File: config.mk
export PLATFORM = sky130hd
export DESIGN_NAME = uart_rx_fifo
export DESIGN_NICKNAME = d
export VERILOG_FILES = /design/src/rtl/uart_rx_fifo.sv
export SDC_FILE = /design/constraint.sdc
export NUM_CORES = 1
export LEC_CHECK = 0
export CAP_MARGIN = 20
export CELL_PAD_IN_SITES_DETAIL_PLACEMENT = 0
export CELL_PAD_IN_SITES_GLOBAL_PLACEMENT = 1
export CORE_MARGIN = 2
export CORE_UTILIZATION = 45
export CTS_BUF_LIST = sky130_fd_sc_hd__clkbuf_4
export CTS_CLUSTER_DIAMETER = 50
export DETAILED_ROUTE_END_ITERATION = 16
export GPL_ROUTABILITY_DRIVEN = 0
export PLACE_DENSITY_LB_ADDON = 0.1
export SKIP_LAST_GASP = 1
export SLEW_MARGIN = 30
export SYNTH_ARGS = -nofsm -noshare
export SYNTH_HDL_FRONTEND = slang
export SYNTH_SLANG_ARGS = --single-unit
File: constraint.sdc
create_clock -name clk -period 2.1 [get_ports clk]
set_input_delay 0.42 -clock clk [delete_from_list [all_inputs] [get_ports clk]]
set_output_delay 0.42 -clock clk [all_outputs]
set_load 0.005 [all_outputs]
File: src/rtl/uart_rx_fifo.sv
// UART receiver with configurable frame format (data width, parity, stop bits)
// feeding a first-word-fall-through receive FIFO with a valid/ready pop port.
//
// state       | meaning
// S_IDLE      | line idle, waiting for a falling edge on rx_s
// S_START     | timing to mid start bit to reject glitches
// S_DATA      | sampling data bits mid-bit, LSB first
// S_PARITY    | sampling the parity bit
// S_STOP      | sampling stop bit(s); last good sample completes the frame
// S_WAIT_IDLE | after a framing error, hold off until the line returns high
module uart_rx_fifo #(
    parameter int CLKS_PER_BIT = 868,
    parameter int DATA_BITS    = 8,
    parameter int PARITY_MODE  = 0,
    parameter int STOP_BITS    = 1,
    parameter int FIFO_DEPTH   = 4
) (
    input  logic                          clk,
    input  logic                          rst,
    input  logic                          input_serial,
    output logic [DATA_BITS-1:0]          output_byte,
    output logic                          byte_valid,
    input  logic                          byte_ready,
    output logic [$clog2(FIFO_DEPTH):0]   fifo_count,
    output logic                          parity_error,
    output logic                          framing_error,
    output logic                          overrun_error
);

    localparam int CW   = $clog2(CLKS_PER_BIT);
    localparam int IW   = $clog2(DATA_BITS + 1);
    localparam int AW   = $clog2(FIFO_DEPTH);
    localparam int CNTW = AW + 1;

    localparam logic [CW-1:0]   HALF_LOAD = CW'(CLKS_PER_BIT / 2 - 1);
    localparam logic [CW-1:0]   FULL_LOAD = CW'(CLKS_PER_BIT - 1);
    localparam logic [IW-1:0]   LAST_DATA = IW'(DATA_BITS - 1);
    localparam logic [IW-1:0]   LAST_STOP = IW'(STOP_BITS - 1);
    localparam logic [CNTW-1:0] FULL_CNT  = CNTW'(FIFO_DEPTH);

    typedef enum logic [2:0] {
        S_IDLE,
        S_START,
        S_DATA,
        S_PARITY,
        S_STOP,
        S_WAIT_IDLE
    } state_t;

    state_t               r_state;
    state_t               w_state_nxt;
    logic                 r_sync1;
    logic                 r_sync2;
    logic                 w_rx_s;
    logic [CW-1:0]        r_cnt;
    logic [CW-1:0]        w_cnt_nxt;
    logic [IW-1:0]        r_idx;
    logic [IW-1:0]        w_idx_nxt;
    logic [DATA_BITS-1:0] r_shift;
    logic [DATA_BITS-1:0] w_shift_nxt;
    logic                 r_par_bad;
    logic                 w_par_bad_nxt;
    logic                 w_tick;
    logic                 w_done;
    logic                 w_bad;

    logic [DATA_BITS-1:0] r_mem [FIFO_DEPTH];
    logic [AW-1:0]        r_wr_ptr;
    logic [AW-1:0]        r_rd_ptr;
    logic [CNTW-1:0]      r_count;
    logic                 r_parity_error;
    logic                 r_framing_error;
    logic                 r_overrun_error;
    logic                 w_full;
    logic                 w_pop;
    logic                 w_push;

    assign w_rx_s = r_sync2;
    assign w_tick = (r_cnt == '0);

    always_comb begin
        w_state_nxt   = r_state;
        w_cnt_nxt     = r_cnt;
        w_idx_nxt     = r_idx;
        w_shift_nxt   = r_shift;
        w_par_bad_nxt = r_par_bad;
        w_done        = 1'b0;
        w_bad         = 1'b0;
        case (r_state)
            S_IDLE: begin
                if (!w_rx_s) begin
                    w_state_nxt   = S_START;
                    w_cnt_nxt     = HALF_LOAD;
                    w_idx_nxt     = '0;
                    w_par_bad_nxt = 1'b0;
                end
            end
            S_START: begin
                if (w_tick) begin
                    if (w_rx_s) begin
                        w_state_nxt = S_IDLE;
                    end else begin
                        w_state_nxt = S_DATA;
                        w_cnt_nxt   = FULL_LOAD;
                    end
                end else begin
                    w_cnt_nxt = r_cnt - CW'(1);
                end
            end
            S_DATA: begin
                if (w_tick) begin
                    w_shift_nxt = {w_rx_s, r_shift[DATA_BITS-1:1]};
                    w_cnt_nxt   = FULL_LOAD;
                    if (r_idx == LAST_DATA) begin
                        w_idx_nxt   = '0;
                        w_state_nxt = (PARITY_MODE != 0) ? S_PARITY : S_STOP;
                    end else begin
                        w_idx_nxt = r_idx + IW'(1);
                    end
                end else begin
                    w_cnt_nxt = r_cnt - CW'(1);
                end
            end
            S_PARITY: begin
                if (w_tick) begin
                    w_cnt_nxt   = FULL_LOAD;
                    w_state_nxt = S_STOP;
                    // odd parity expects an odd total, even parity an even total
                    if (PARITY_MODE == 1) begin
                        w_par_bad_nxt = ~((^r_shift) ^ w_rx_s);
                    end else begin
                        w_par_bad_nxt = (^r_shift) ^ w_rx_s;
                    end
                end else begin
                    w_cnt_nxt = r_cnt - CW'(1);
                end
            end
            S_STOP: begin
                if (w_tick) begin
                    w_cnt_nxt = FULL_LOAD;
                    if (!w_rx_s) begin
                        w_bad       = 1'b1;
                        w_state_nxt = S_WAIT_IDLE;
                    end else if (r_idx == LAST_STOP) begin
                        w_done      = 1'b1;
                        w_state_nxt = S_IDLE;
                    end else begin
                        w_idx_nxt = r_idx + IW'(1);
                    end
                end else begin
                    w_cnt_nxt = r_cnt - CW'(1);
                end
            end
            S_WAIT_IDLE: begin
                if (w_rx_s) begin
                    w_state_nxt = S_IDLE;
                end
            end
            default: begin
                w_state_nxt = S_IDLE;
            end
        endcase
    end

    assign byte_valid = (r_count != '0);
    assign w_full     = (r_count == FULL_CNT);
    assign w_pop      = byte_valid && byte_ready;
    // a pop in the completion cycle frees the slot the new word needs
    assign w_push     = w_done && (!w_full || w_pop);

    always_ff @(posedge clk) begin
        if (rst) begin
            r_sync1         <= 1'b1;
            r_sync2         <= 1'b1;
            r_state         <= S_IDLE;
            r_cnt           <= '0;
            r_idx           <= '0;
            r_shift         <= '0;
            r_par_bad       <= 1'b0;
            r_wr_ptr        <= '0;
            r_rd_ptr        <= '0;
            r_count         <= '0;
            r_parity_error  <= 1'b0;
            r_framing_error <= 1'b0;
            r_overrun_error <= 1'b0;
        end else begin
            r_sync1         <= input_serial;
            r_sync2         <= r_sync1;
            r_state         <= w_state_nxt;
            r_cnt           <= w_cnt_nxt;
            r_idx           <= w_idx_nxt;
            r_shift         <= w_shift_nxt;
            r_par_bad       <= w_par_bad_nxt;
            r_parity_error  <= w_done && r_par_bad;
            r_framing_error <= w_bad;
            r_overrun_error <= w_done && w_full && !w_pop;
            if (w_push) begin
                r_wr_ptr <= r_wr_ptr + AW'(1);
            end
            if (w_pop) begin
                r_rd_ptr <= r_rd_ptr + AW'(1);
            end
            case ({w_push, w_pop})
                2'b10:   r_count <= r_count + CNTW'(1);
                2'b01:   r_count <= r_count - CNTW'(1);
                default: r_count <= r_count;
            endcase
        end
    end

    always_ff @(posedge clk) begin
        if (w_push) begin
            r_mem[r_wr_ptr] <= r_shift;
        end
    end

    assign output_byte   = r_mem[r_rd_ptr];
    assign fifo_count    = r_count;
    assign parity_error  = r_parity_error;
    assign framing_error = r_framing_error;
    assign overrun_error = r_overrun_error;

endmodule
### Word-level counts from Yosys, hierarchy flattened

Memory sizes are Yosys's and may differ from the RTL's. A register that Yosys moved wholly into a read port is not among the register bits.
Index checks and enable logic that the tools add are counted.

* bits in writable memories: 32
* input port bits: 4
* ROM bits: 0
* memories: 1
* word-level logic and storage cells: 103
* output and inout bits: 15
* bits in registers: 38
* latch bits: 0

Memory list
* r_mem: depth 4, width 8, rd ports 1, clocked after memory_dff 1, wr ports 1, RTL line 67 `logic [DATA_BITS-1:0] r_mem [FIFO_DEPTH];`

* multipliers: 0
* reductions and logical operators: 24
* mux-type cells: 36
* $add $sub $neg: 6
* bitwise logic cells: 3
* div/mod/pow operators: 0
* eq/ne operators: 20
* shifts and indexed selects: 0
* magnitude comparators: 0

Operators by type and width (count)
* 10-bit two-way mux: 4
* 10-bit one-hot mux with 3 select lines: 1
* 3-bit two-way mux: 9
* 4-bit two-way mux: 6
* 2-bit inequality test, second input constant: 9
* 3-bit one-hot mux with 6 select lines: 1
* 4-bit one-hot mux with 3 select lines: 1
* 10-bit logical NOT: 1
* 10-bit by 1-bit subtractor with 10-bit output, second input constant: 1
* 3-bit == test, second input constant: 3
* 1-bit two-way mux: 9
* 3-bit nonzero test: 3
* 8-bit AND reduction: 1
* 8-bit parity: 1
* 3-bit by 2-bit == test with 1-bit output, second input constant: 2
* 2-bit two-way mux: 3
* 3-bit inequality test, second input constant: 2
* 3-bit one-hot mux with 2 select lines: 1
* 3-bit AND reduction: 2
* 6-bit AND reduction: 1
* 3-bit OR reduction: 2
* 1-bit logical AND: 5
* 2-bit by 1-bit adder with 2-bit output, second input constant: 2
* 4-bit by 1-bit adder with 4-bit output, second input constant: 1
* other kinds (15): 18

### Longest topological paths before layout

Gate-level depths: netlist (run 1).

* word-level depth: 8
* depth in mapped cells: 9
* depth with buffers taken out: 9

### Least setup slack after synthesis (run 1)

No wires, ideal clock.

* path type: register to register
* start: register r_cnt[0]
* end: memory r_mem[0][0] (enable)
* period minus slack after synthesis: 2.131 ns
* slack: -0.031 ns
* stages on the path, launching flop included: 7
* data arrival time: 1.799 ns
* data required time: 1.768 ns
* setup time: 0.332 ns
* buffers on the path: 0
* cell sequence: dfxtp_1 > inv_1 > ha_1 > nor3b_4 > nand3_4 > nor3_1 > and2_1

* cells in the longest elaborated chain, start to end: 6

RTL lines
* start, declared: RTL line 55 `logic [CW-1:0] r_cnt;`
* start signal, assigned: RTL line 190 `r_cnt <= w_cnt_nxt;`
* 10-bit logical NOT: RTL line 79 `assign w_tick = (r_cnt == '0);`
* 1-bit two-way mux: RTL line 139 `if (w_tick) begin`
* 1-bit two-way mux: RTL line 89 `case (r_state)`
* 1-bit logical AND: RTL line 169 `assign w_push = w_done && (!w_full || w_pop);`
* 1-bit two-way mux: RTL line 212 `if (w_push) begin`
* 1-bit two-way mux (not written as such): RTL line 213 `r_mem[r_wr_ptr] <= r_shift;`
* end, declared: RTL line 67

No other way between the ends.

### Worst setup path after layout (run 1)

* start: register r_count[0], in the netlist fifo_count[0]
* end: output port byte_valid

* cells in the longest elaborated chain, start to end: 1

RTL lines
* start, declared: RTL line 70 `logic [CNTW-1:0] r_count;`
* start signal, assigned: RTL line 204 `2'b10: r_count <= r_count + CNTW'(1);`
* start signal, assigned: RTL line 205 `2'b01: r_count <= r_count - CNTW'(1);`
* start signal, assigned: RTL line 206 `default: r_count <= r_count;`
* 3-bit nonzero test: RTL line 165 `assign byte_valid = (r_count != '0);`
* end, declared: RTL line 22 `output logic byte_valid,`

No other way between the ends.

==> impl_metrics.toml, run 1 <==
[logic_synthesis]
ys.flop_type = "dfxtp_1"
netlist_top_cells_count = "dfxtp_1 (40), edfxtp_1 (32), nor2_1 (24)"
ys_warn_count = 0
async_reset_ff_share_pct = 0
post_synth.cell_area_avg_sq_um = 10.9
synth.area.top_cells = "edfxtp_1 (29%), dfxtp_1 (24%), mux4_2 (5.4%)"
synth.top_cell.area_share_pct = 28.6
yosysMostFrequentCell = "dfxtp_1"
syn_nets = 322
synth_area_leader_cell = "edfxtp_1"
synth_cells = 309
ys_types = 58
syn-cell-area_sq_mm = 0.00337
synth_seq_cells = 72
synth-edff-count = 32
synth_seq_area_share_pct = 52.3

[floorplanning]
die_y_um = 90.5
die_w_um = 90.5
io_pins = 19
initial_core_util_pct = 46.4
fp-row-count = 31
core_area_sq_mm = 0.00725
dieArea_sq_mm = 0.00819

[worst_setup_path]
crit_required_ps = 1680
slowest_delay_ps = 480
crit_buf_inv = 1
crit_arrival_ps = 1610
cp_slowest_cell = "clkdlybuf4s50_1"
path_class = "reg2out"
crit_path_start_kind = "flop"
crit_fanout = 2
critPathTopFamily = "buffers and inverters"
worstPathCellList = "or3_1 -> clkdlybuf4s50_1"
critPathCaptureType = "output pin"

[sta]
tns_ps = 0
rsz0062_at_grt = "yes"
finalCritPeriodShare_pct = 96.5
worst_pin_slew_ps = 508
final-hold-violation-count = 0
setup_violations = 0
fin_ws_ps = 73.4
max_slew_margin_pct = 65.2
min_period_ps = 2030
finalMaxSlewViolations = 0
fin_hold_ws_ps = 429
skew_ps = 14.2
max_freq_mhz = 493

[detailed_routing]
drc_errors = 0
wirelength_mm = 6.42
first_iter_violations = 44
postRouteAntennaNets = 0
vias = 2452
first_pass_iters = 4
vias_per_cell = 5.25
routedWlPerCell_um = 13.7

[grt]
globalRouteMet3Util_pct = 3.26
busiest_layer = "met2"
gr-usage-met2_pct = 28.6
grtUsageMet1_pct = 22.1
grt_pass1_vias = 2383
grt_start_max_net_pins = 21
grt_pass1_wl_mm = 11.4
grt_use_total_pct = 17.3
gr-total-overflow = 0
antenna_found_initial = 0

[status]
status = "finished, final reports clean"

[clock_network]
clock-sinks = 72
clock_latency_ps = 410
clockBufferDepth = 2
clk_pin_slew_ps = 110
cts_tree = "yes"
numCtsBuffers = 9
root_buffer = "clkbuf_4"
h-tree-depth = 3

[placed_design]
pre_cts_ws_ps = -117
place.port_buffers = 18
place.detailed.hpwl_mm = 4.71
dp.cells = 450

[finish]
final_net_count = 376
diodes = 0
drive_gt1_share_pct = 26.1
fin_cells = 467
multi_input_area_sq_mm = 0.00149
area_delta_synth_final_pct = 22.2
seqCellArea_sq_mm = 0.00177
fillCellCount = 648

[pwr]
power.leakage_nw = 1.48
cellPowerDensity_mw_per_mm2 = 1130
vdd_drop_max_mv = 0.514

[flow_run]
cap_violations = 0

[min_path]
holdCritPathClass = "reg2reg"
==> worst reg2reg max path: cells and delay by family, from the launching register on <==
family                     cells  cell delay [ps]
AOI/OAI and AO/OA              1              240
and+or+nand+nor                2              380
muxes                          2              530
adders and majority gates      2              320
buffers and inverters          2              110
DFF                            1              340
==> area by class of cell <==
type,count,share of cell area (%)
Tap cell,99,3.01
Sequential cell,72,43.0
Clock buffer,10,1.83
Timing Repair Buffer,62,13.3
Inverter,14,1.28
Clock inverter,6,1.46
Multi-Input combinational cell,204,36.2
==> per-stage QoR <==
step	utilization [%]	area [sq um]	total power, W
finish	56.7	4110	0.00464
global route	56.7	4110	0.00499
CTS	57.0	4140	0.00466
detailed placement	55.1	4000	0.00382
global placement	55.1	4000	0.00381
floorplan	-	3370	0.00300
==> placed cells by master (no fill, tap or decap), types with 8 or more instances in the layout <==
| cell type | count |
|---|---|
| a21oi_1 | 20 |
| clkdlybuf4s50_1 | 10 |
| nor3_1 | 8 |
| clkbuf_4 | 10 |
| clkbuf_2 | 8 |
| inv_1 | 11 |
| edfxtp_1 | 32 |
| mux4_2 | 8 |
| dfxtp_1 | 36 |
| nand3_1 | 11 |
| xnor2_1 | 10 |
| nand2_1 | 18 |
| ha_1 | 8 |
| nor2_1 | 24 |
| o21ai_0 | 11 |
| buf_4 | 38 |
==> state kept, by name, indices dropped and copies added (netlist names), named ones only <==
| signal | flops |
|---|---|
| fifo_count | 3 |
| framing_error | 1 |
| overrun_error | 1 |
| parity_error | 1 |
| r_cnt | 10 |
| r_idx | 4 |
| r_mem | 32 |
| r_par_bad | 1 |
| r_rd_ptr | 2 |
| r_shift | 8 |
| r_state | 3 |
| r_sync1 | 1 |
| r_sync2 | 1 |
| r_wr_ptr | 2 |
==> metal layers <==
layer / wire (um) / share of wire [%]
met1: 3020 / 47
met2: 3140 / 49
met3: 170 / 2.6
met4: 97 / 1.5
met5: 0 / 0
==> kinds of logic (layout without fill, tap and decap cells) <==
family	count (synthesis)	count (layout)	share of synthesized area, %
AOI/OAI and AO/OA	66	66	12.9
xor gates and xnor gates	16	16	4.16
adders and majority gates	9	9	3.57
buffers and inverters	33	92	3.79
DFF	72	72	52.3
muxes	13	13	6.91
and+or+nand+nor	100	100	16.3
==> final timing paths <==
check	startpoint	end	slack, ps	depth (start not counted)
hold / removal	r_sync1$_SDFF_PP1_	r_sync2$_SDFF_PP1_	430	1
setup / recovery	fifo_count[0]$_SDFFE_PP0P_	byte_valid	70	2
hold reg to reg	r_sync1$_SDFF_PP1_	r_sync2$_SDFF_PP1_	430	1
setup reg to reg	r_cnt[0]$_SDFFE_PP0P_	fifo_count[2]$_SDFFE_PP0P_	80	9
==> report_power, final <==
part	leakage [nW]	switching, W	internal (W)
sequential	0.623	0.000139	0.00160
clock	0.0742	0.000483	0.000373
combinational	0.779	0.00103	0.00101
==> timing repair <==
| item | 4_1_cts | 5_1_grt |
|---|---|---|
| hold buffers | 0 | 0 |
| buffers inserted | 0 | 1 |
| pin swaps | 0 | 3 |
| resized for setup | 17 | 17 |
| setup endpoints to repair | 8 | 48 |
(Power assumes the default switching activity.)
==> run 2: changes to the inputs <==
--- a/config.mk
+++ b/config.mk
@@ -11,7 +11,7 @@
 export CORE_MARGIN = 2
 export CORE_UTILIZATION = 45
 export CTS_BUF_LIST = sky130_fd_sc_hd__clkbuf_4
-export CTS_CLUSTER_DIAMETER = 50
+export CTS_CLUSTER_DIAMETER = 200
 export DETAILED_ROUTE_END_ITERATION = 16
 export GPL_ROUTABILITY_DRIVEN = 0
 export PLACE_DENSITY_LB_ADDON = 0.1
==> results of run 2 <==
Final layout, timing and power as in run 1 (identical DEF).
==> run 3: changes to the inputs <==
==> constraint.sdc (replaced) <==
create_clock -name clk -period 2.1 [get_ports clk]
set_input_delay 0.42 -clock clk [delete_from_list [all_inputs] [get_ports clk]]
set_output_delay 0.42 -clock clk [all_outputs]
set_load 0.01 [all_outputs]
==> run 3 against run 2 <==
  * Global-route usage is essentially flat
  * Utilization is essentially flat
  * Non-clock buffer count is the same
  * Critical path depth grew 7
  * Clock power is essentially flat
  * First-iteration DRC count shrank 2.3%
  * Via count is the same
  * Sequential cell count is the same
  * Combinational power is essentially flat
  * Sequential share of layout area is essentially flat
  * Largest power group unchanged
  * Highest routed layer unchanged
==> impl_metrics.toml, run 3 (synthesized netlist as in run 1, its figures left out) <==
[status]
status = "finished, final reports clean"

[clock_network]
h-tree-depth = 3
clock_latency_ps = 410
numCtsBuffers = 9
clockBufferDepth = 2
clock-sinks = 72
cts_tree = "yes"
root_buffer = "clkbuf_4"
ctsHoldBuffers = 0
clk_pin_slew_ps = 120

[detailed_routing]
vias_per_cell = 5.25
drc_errors = 0
first_pass_iters = 4
routedWlPerCell_um = 13.8
vias = 2452
wirelength_mm = 6.43
postRouteAntennaNets = 0
first_iter_violations = 43

[min_path]
hold_path_end = "r_sync2$_SDFF_PP1_"
hold_start = "r_sync1$_SDFF_PP1_"
hold_depth = 1
holdCritPathClass = "reg2reg"

[floorplanning]
initial_core_util_pct = 46.4
fp-row-count = 31
die_y_um = 90.5
dieArea_sq_mm = 0.00819
io_pins = 19
core_area_sq_mm = 0.00725
die_w_um = 90.5

[sta]
fin_hold_ws_ps = 429
worst_pin_slew_ps = 508
final-hold-violation-count = 0
setup_violations = 0
finalMaxSlewViolations = 0
rsz0062_at_grt = "yes"
min_period_ps = 2020
fin_ws_ps = 76.3
skew_ps = 14.2
max_slew_margin_pct = 65.2
max_freq_mhz = 494
finalCritPeriodShare_pct = 96.4

[grt]
grt_pass1_wl_mm = 11.4
grt_start_max_net_pins = 21
gr-total-overflow = 0
grt_pass1_vias = 2389
antenna_found_initial = 0
grt_use_total_pct = 17.3

[finish]
final_cell_mix = "buf_4 (38), dfxtp_1 (36), edfxtp_1 (32)"
final_net_count = 376
final_cell_area_sq_mm = 0.00412
drive_gt1_share_pct = 26.1
area_delta_synth_final_pct = 22.3
fin_cells = 467
top_regs = "r_mem x32, r_cnt x10, r_shift x8"
diodes = 0
top_register = "r_mem"
final_util_pct = 56.7
layout_commonest_cell = "buf_4"
largest_register_ffs = 32

[placed_design]
place.port_buffers = 18
dp.cells = 450
pre_cts_ws_ps = -117
place.detailed.hpwl_mm = 4.71
place_area_sq_mm = 0.00400

[flow_run]
cap_violations = 0

[pwr]
cellPowerDensity_mw_per_mm2 = 1140
vdd_drop_max_mv = 0.515
power.leakage_nw = 1.49

[worst_setup_path]
critPathTopFamily = "multiplexers"
cp_slowest_cell = "dfxtp_2"
r2r-end = "fifo_count[2]$_SDFFE_PP0P_"
slowest_delay_ps = 340
critPathCaptureType = "flop"
rr_startpoint = "r_cnt[0]$_SDFFE_PP0P_"
rr_worst_depth = 9
crit_required_ps = 2410
crit_arrival_ps = 2340
critPathMostFrequentCell = "inv_2"
crit_buf_inv = 2
worstPathCellList = "inv_2 -> ha_1 -> nor3b_4 -> nand3_4 -> o21a_1 -> inv_2 -> fa_2 -> mux2i_1 -> mux2_2"
crit_path_start_kind = "flop"
r2r_slack_ps = 80
crit_fanout = 7
path_class = "reg2reg"
-- run 3: power by group --
part / switching (W) / leakage (nW) / internal [W]
clock network: 0.000484 / 0.0742 / 0.000373
logic: 0.00107 / 0.792 / 0.00100
registers: 0.000139 / 0.623 / 0.00160
-- run 3: per-stage QoR --
stage               power, W  TNS, ps
floorplan            0.00304        0
global placement     0.00385     -105
detailed placement   0.00386     -117
CTS                  0.00469    -31.6
global route         0.00502     -128
finish               0.00467        0
-- run 3: final cells by class --
class	count	area [sq um]
Fill cell	647	3140
Sequential cell	72	1770
Multi-Input combinational cell	204	1490
Timing Repair Buffer	62	548
Tap cell	99	124
Clock buffer	10	75.1
Clock inverter	6	60.1
Inverter	14	52.6
-- run 3: layer usage --
layer | part of all wire, % | up-vias | global-route usage (%)
met3 | 2.8 | 8 | 3.26
li1 | - | 1233 | -
met2 | 49 | 32 | 28.7
met4 | 1.5 | 0 | 7.31
met1 | 47 | 1179 | 22.1
met5 | 0 | - | 0
-- run 3: worst register-to-register path: stages (launching register included) --
cell and delay [ps]:
dfxtp_2 340, inv_2 50, ha_1 140, nor3b_4 230, nand3_4 150, o21a_1 250
inv_2 60, fa_2 180, mux2i_1 190, mux2_2 340
-- run 3: how the worst max path moves through the flow --
| stage | from | endpoint | slack, ps | depth (start not counted) |
|---|---|---|---|---|
| 4_1_cts | flop | output_byte[5] | -30 | 3 |
| 3_5_place_dp | byte_ready | fifo_count[2]$_SDFFE_PP0P_ | -120 | 7 |
| 6_report | r_cnt[0]$_SDFFE_PP0P_ | fifo_count[2]$_SDFFE_PP0P_ | 80 | 9 |
| 2_1_floorplan | r_idx[1]$_SDFFE_PP0P_ | fifo_count[2]$_SDFFE_PP0P_ | 3 | 9 |
| 5_1_grt | r_cnt[0]$_SDFFE_PP0P_ | fifo_count[2]$_SDFFE_PP0P_ | -60 | 9 |
| 3_3_place_gp | byte_ready | fifo_count[2]$_SDFFE_PP0P_ | -100 | 7 |
-- run 3: timing repair --
action | CTS | global route
pin swaps | 0 | 3
endpoints found under the setup margin | 8 | 49
setup buffers | 0 | 1
gates resized for setup | 16 | 19
